$ cat config.mk
export PLATFORM = sky130hd
export DESIGN_NAME = rs232_loader
export DESIGN_NICKNAME = d
export VERILOG_FILES = /design/src/rtl/rs232_loader_pkg.sv /design/src/rtl/rs232_loader_asm.sv /design/src/rtl/rs232_loader.sv
export SDC_FILE = /design/constraint.sdc
export NUM_CORES = 1
export LEC_CHECK = 0
export ABC_CLOCK_PERIOD_IN_PS = 2200
export BUFFER_PORTS_ARGS = -buffer_cell sky130_fd_sc_hd__buf_2
export CAP_MARGIN = 10
export CORE_ASPECT_RATIO = 0.7
export CORE_UTILIZATION = 50
export CTS_BUF_LIST = sky130_fd_sc_hd__clkbuf_16
export CTS_CLUSTER_DIAMETER = 120
export DETAILED_ROUTE_END_ITERATION = 10
export PLACE_DENSITY = 0.84
export SLEW_MARGIN = 20
export SYNTH_ARGS = -nofsm -noshare
export SYNTH_HDL_FRONTEND = slang
export SYNTH_HIERARCHICAL = 1
export SYNTH_SLANG_ARGS = --single-unit
$ cat constraint.sdc
create_clock -name clk -period 2.2 [get_ports clk]
set_clock_uncertainty 0.1 [all_clocks]
set_input_delay 0.33 -clock clk [delete_from_list [all_inputs] [get_ports clk]]
set_output_delay 0.33 -clock clk [all_outputs]
set_load 0.005 [all_outputs]
$ cat src/rtl/rs232_loader_pkg.sv
// Shared types and constants for the RS232 boot loader.
// Holds FSM state and block-field encodings plus device register map.
package rs232_loader_pkg;

    typedef enum logic [2:0] {
        S_IDLE,
        S_CFG,
        S_POLL,
        S_RDB,
        S_DISP,
        S_MEMW,
        S_DONE,
        S_ERR
    } state_t;

    typedef enum logic [1:0] {
        F_LEN,
        F_ADR,
        F_DATA,
        F_TERM
    } field_t;

    localparam logic REG_DATA = 1'b0;
    localparam logic REG_CTRL = 1'b1;
    localparam int   RXBNE    = 0;

endpackage

$ cat src/rtl/rs232_loader_asm.sv
// Little-endian byte-to-word assembler with a 2-bit byte count.
// Ports: clk, rst, clr, shift, din[7:0] -> word[31:0], cnt[1:0], word_valid.
module rs232_loader_asm (
    input  logic        clk,
    input  logic        rst,
    input  logic        clr,
    input  logic        shift,
    input  logic [7:0]  din,
    output logic [31:0] word,
    output logic [1:0]  cnt,
    output logic        word_valid
);

    // New bytes enter at the top, so the first byte ends up in [7:0].
    always_ff @(posedge clk) begin
        if (rst || clr) begin
            word <= '0;
            cnt  <= '0;
        end else if (shift) begin
            word <= {din, word[31:8]};
            cnt  <= cnt + 2'd1;
        end
    end

    assign word_valid = shift && (cnt == 2'd3);

endmodule

$ cat src/rtl/rs232_loader.sv
// Boot loader: polls the serial device, assembles words and writes blocks.
// Ports: start/busy/done/err/entry control, dev_* device bus, mem_* write port.
module rs232_loader
    import rs232_loader_pkg::*;
#(
    parameter logic baud_sel       = 1'b0,
    parameter int   timeout_cycles = 50_000_000,
    parameter int   addr_width     = 24
) (
    input  logic                  clk,
    input  logic                  rst,
    input  logic                  start,
    output logic                  busy,
    output logic                  done,
    output logic                  err,
    output logic [addr_width-1:0] entry,
    output logic                  dev_stb,
    output logic                  dev_we,
    output logic                  dev_addr,
    output logic [7:0]            dev_wdata,
    input  logic [31:0]           dev_rdata,
    input  logic                  dev_ack,
    output logic                  mem_we,
    output logic [addr_width-1:0] mem_addr,
    output logic [31:0]           mem_wdata,
    input  logic                  mem_ack
);

    localparam int TW = $clog2(timeout_cycles);
    localparam logic [TW-1:0] TO_MAX = TW'(timeout_cycles - 1);

    state_t state, state_n;
    field_t field;

    logic                  gap;
    logic                  dev_ok;
    logic [addr_width-3:0] acnt;
    logic [addr_width-3:0] wcnt;
    logic [TW-1:0]         to_cnt;
    logic                  wait_blk;
    logic                  to_hit;
    logic [31:0]           word;
    logic [1:0]            cnt;
    logic                  word_valid;
    logic                  unused_rdata;

    assign unused_rdata = ^dev_rdata[31:8];

    rs232_loader_asm u_asm (
        .clk        (clk),
        .rst        (rst),
        .clr        (state == S_IDLE && start),
        .shift      (state == S_RDB && dev_ok),
        .din        (dev_rdata[7:0]),
        .word       (word),
        .cnt        (cnt),
        .word_valid (word_valid)
    );

    assign dev_ok   = dev_stb && dev_ack;
    // Between blocks the host may idle forever, so no timeout there.
    assign wait_blk = (field == F_LEN) && (cnt == 2'd0);
    assign to_hit   = !wait_blk && (to_cnt == TO_MAX);

    always_ff @(posedge clk) begin
        if (rst) state <= S_IDLE;
        else     state <= state_n;
    end

    always_comb begin
        state_n = state;
        unique case (state)
            S_IDLE: if (start) state_n = S_CFG;
            S_CFG:  if (dev_ok) state_n = S_POLL;
            S_POLL: begin
                if (dev_ok && dev_rdata[RXBNE]) state_n = S_RDB;
                else if (to_hit)                state_n = S_ERR;
            end
            S_RDB: if (dev_ok) state_n = word_valid ? S_DISP : S_POLL;
            S_DISP: begin
                unique case (field)
                    F_LEN: begin
                        if (word != 32'd0 && word[1:0] != 2'd0)
                            state_n = S_ERR;
                        else
                            state_n = S_POLL;
                    end
                    F_DATA:  state_n = S_MEMW;
                    F_TERM:  state_n = S_DONE;
                    default: state_n = S_POLL;
                endcase
            end
            S_MEMW: if (mem_ack) state_n = S_POLL;
            S_DONE: state_n = S_IDLE;
            S_ERR:  state_n = S_IDLE;
            default: state_n = S_IDLE;
        endcase
    end

    always_comb begin
        dev_stb   = 1'b0;
        dev_we    = 1'b0;
        dev_addr  = REG_DATA;
        dev_wdata = 8'd0;
        mem_we    = 1'b0;
        unique case (state)
            S_CFG: begin
                dev_stb   = !gap;
                dev_we    = 1'b1;
                dev_addr  = REG_CTRL;
                dev_wdata = {7'd0, baud_sel};
            end
            S_POLL: begin
                dev_stb  = !gap;
                dev_addr = REG_CTRL;
            end
            S_RDB:  dev_stb = !gap;
            S_MEMW: mem_we  = 1'b1;
            default: ;
        endcase
    end

    assign mem_addr  = {acnt, 2'b00};
    assign mem_wdata = word;

    always_ff @(posedge clk) begin
        if (rst) begin
            gap    <= 1'b0;
            busy   <= 1'b0;
            done   <= 1'b0;
            err    <= 1'b0;
            entry  <= '0;
            field  <= F_LEN;
            acnt   <= '0;
            wcnt   <= '0;
            to_cnt <= '0;
        end else begin
            // Forces one idle strobe cycle after every acknowledged access.
            gap <= dev_ok;
            unique case (state)
                S_IDLE: begin
                    if (start) begin
                        busy   <= 1'b1;
                        done   <= 1'b0;
                        err    <= 1'b0;
                        entry  <= '0;
                        field  <= F_LEN;
                        to_cnt <= '0;
                    end
                end
                S_POLL: begin
                    if (wait_blk) to_cnt <= '0;
                    else          to_cnt <= to_cnt + 1'b1;
                end
                S_RDB: if (dev_ok) to_cnt <= '0;
                S_DISP: begin
                    unique case (field)
                        F_LEN: begin
                            if (word == 32'd0) begin
                                field <= F_TERM;
                            end else begin
                                wcnt  <= word[addr_width-1:2];
                                field <= F_ADR;
                            end
                        end
                        F_ADR: begin
                            acnt  <= word[addr_width-1:2];
                            field <= F_DATA;
                        end
                        F_TERM:  entry <= word[addr_width-1:0];
                        default: ;
                    endcase
                end
                S_MEMW: begin
                    if (mem_ack) begin
                        acnt <= acnt + 1'b1;
                        wcnt <= wcnt - 1'b1;
                        if (wcnt == {{(addr_width-3){1'b0}}, 1'b1})
                            field <= F_LEN;
                    end
                end
                S_DONE: begin
                    done <= 1'b1;
                    busy <= 1'b0;
                end
                S_ERR: begin
                    err  <= 1'b1;
                    busy <= 1'b0;
                end
                default: ;
            endcase
        end
    end

endmodule

==> results_dict.tcl <==
set metrics [dict create \
    clockBufferDepth 2 \
    syn_to_final_growth_pct 24.9 \
    vias 7466 \
    drc 0 \
    die_h_microns 101 \
    layout-drive-gt1-share 0.241 \
    critPathBufInv 2 \
    dieArea_sq_um 14600 \
    synth_cell_types 78 \
    pwr-share-comb 0.203 \
    worst_path_max_delay_cell "or3b_4" \
    finalCritPeriodShare 0.976 \
    ir_drop_uv 582 \
    r2r_start "wcnt[0]" \
    reg2reg_depth 8 \
    seqPwrFrac 0.376 \
    clock-root-buffer "clkbuf_16" \
    status "finished clean" \
    die_w_microns 144 \
    synth_top_cell_by_area "dfxtp_1" \
    max_stage_delay_ps 430 \
    worstMarginPinSlew_ps 625 \
    num_antenna_cells 0 \
    clkPwrFrac 0.420 \
    synth_area_leaders "dfxtp_1 (39%), a21oi_1 (7.3%), mux2i_1 (5.2%), nor2_1 (4.0%), nand2_1 (3.8%)" \
    synthArstFlopShare 0 \
    worstPathMaxFanout 6 \
    instances_no_fill 1187 \
    synth.avg_cell_area_sq_um 8.18 \
    wl_mm 21.6 \
    netlist_instances 863 \
    min_path_cells 3 \
    synth-seq-cells 137 \
    worstPathCellList "inv_1 > ha_1 > or3b_4 > nor4_4 > buf_4 > and2_1 > o21ai_0 > o32ai_1" \
    relSlewSlack 0.580 \
    end_kind "register" \
    io_buffer_count 97 \
    io_pins 132 \
    nets 1031 \
    synth_top_area_share 0.389 \
    core.rowCount 35 \
    critPathTopFamily "simple AND/OR/NAND/NOR gates" \
    worstPathRequired_ps 2400 \
    multi_input_area_sq_um 3960 \
    start_util 0.525 \
    cts_made_buffers 17 \
    wl_per_cell_microns 18.2 \
    utilization 0.656 \
    antenna_found_initial 0 \
    core_region_area_sq_um 13400 \
    arrival_ps 2340 \
    path_class "reg -> reg" \
    drt_iter0_markers 785 \
    dp_hpwl_mm 14.0 \
    seqCellArea_sq_um 2750 \
    min_from "dev_rdata[4]" \
    p_leak_uw 0.00326 \
    rsz0062_at_grt "yes" \
    clk_pin_slew_ps 70 \
    maxCapViolCount 0 \
    drtAntennaViolNets 0 \
    first_global_vias 6605 \
    hold_path.class "in -> reg" \
    synthesis.area_sq_um 7060 \
    power-per-cell-area_nw_per_um2 784 \
    holdPathEnd "u_asm/word[28]" \
    sw_frac_of_total 0.329 \
    slew_violations 0 \
    fmax_mhz 466 \
    setup_viol 0 \
    p_sw_uw 2270 \
    track_usage 0.298 \
    cts.sinks 137 \
    placed_cells 1153 \
    tns_ps 0 \
    synth_edf_count 0 \
    ys.flop_type "dfxtp_1" \
    r2r_setup_slack_ps 50 \
    r2r_end "wcnt[6]" \
    fin_ws_ps 52.5 \
    h-tree-depth 4 \
    place_congestion 0.906 \
    synth_common_cells "dfxtp_1 (137), a21oi_1 (103), nor2_1 (76), nand2_1 (72), nand3_1 (50)" \
    clock_latency_ps 430 \
    hold_violations 0 \
    grt_max_degree 37 \
    cts_tree "built" \
    fill_cells 1075 \
    pre_cts_ws_ps 65.0 \
    grt_overflow 0 \
    critPathLaunchType "register" \
    ys_seq_area_frac 0.389 \
    grt_pass1_wl_mm 33.8 \
    viasPerCell 6.29 \
    final.min_clock_period_ps 2150 \
    synth.most_common_cell "dfxtp_1" \
    yosys_warnings 6 \
    power.internal_uw 4640 \
    first_pass_iters 5 \
]
## worst max path at each step
stage	from	endpoint	cells past startpoint
floorplan	state[0]	state[2]	11
global placement	to_cnt[19]	state[2]	5
detailed placement	to_cnt[19]	state[2]	5
CTS	to_cnt[20]	state[2]	5
global route	wcnt[0]	wcnt[6]	8
finish	wcnt[0]	wcnt[6]	8
## worst register-to-register path: stages, from the launching register on
cell     delay [ps]
dfxtp_1         350
inv_1            80
ha_1            200
or3b_4          430
nor4_4          220
buf_4           210
and2_1          130
o21ai_0          90
o32ai_1         200
## layer usage
metal | global-route usage | part of all wire
met4 | 0.127 | 0.021
met1 | 0.410 | 0.43
met3 | 0.0709 | 0.11
met2 | 0.447 | 0.44
met5 | 0 | 0
## final cells by class
type / count / area share
Clock buffer: 17 / 0.0483
Clock inverter: 15 / 0.0217
Inverter: 18 / 0.00809
Multi-Input combinational cell: 641 / 0.449
Sequential cell: 137 / 0.312
Tap cell: 185 / 0.0263
Timing Repair Buffer: 174 / 0.135
## what timing repair did
action                                  CTS  global route
setup buffers                             0             2
hold buffers                              0             0
gates resized for setup                   3            15
endpoints found under the setup margin    2            23
hold endpoints to repair                  0             0
## per-stage QoR
stage / total power (uW) / hold slack, ps / cell area (sq um)
after detailed placement: 3970 / 344 / 8090
after global routing: 7170 / 54.4 / 8820
after CTS: 6850 / 32.4 / 8720
after global placement: 3940 / 336 / 8090
after floorplan: 3530 / 325 / 7090
final: 6910 / 37.7 / 8820
## cell families after synthesis
| group | Yosys count | synth area share |
|---|---|---|
| other cells | 1 | 0.000531 |
| buf+inv | 94 | 0.0667 |
| simple gates | 328 | 0.240 |
| flops | 137 | 0.389 |
| xor+xnor | 8 | 0.00993 |
| fa+ha+maj | 5 | 0.00886 |
| compound gates | 253 | 0.233 |
| mux | 37 | 0.0525 |
## placed cells by master, fill, tap and decap left out, types with 11 or more instances in the layout
cell and n:
a21oi_1 103, a31oi_1 15, buf_2 97, buf_4 66
clkbuf_16 17, dfxtp_1 136, inv_1 16, mux2i_1 37
nand2_1 72, nand3_1 49, nand4_1 12, nor2_1 76
nor3_1 24, nor4_1 15, o21ai_0 33, o31ai_1 11
o32ai_1 13
## power by group through the flow
stage	combinational, uW	clock (uW)	sequential [uW]
final	1410	2910	2600
after global routing	1530	3040	2610
after CTS	1340	2910	2590
after detailed placement	1320	0	2650
after global placement	1300	0	2650
after floorplan	915	0	2610
## state kept, by name, summed over array words and instances, names as in the netlist, 2 cells and up
register    flops
to_cnt         26
u_asm/word     32
wcnt           22
acnt           22
state           3
field           2
u_asm/cnt       2
entry          24
No activity file was read; power rests on OpenSTA's default activity.
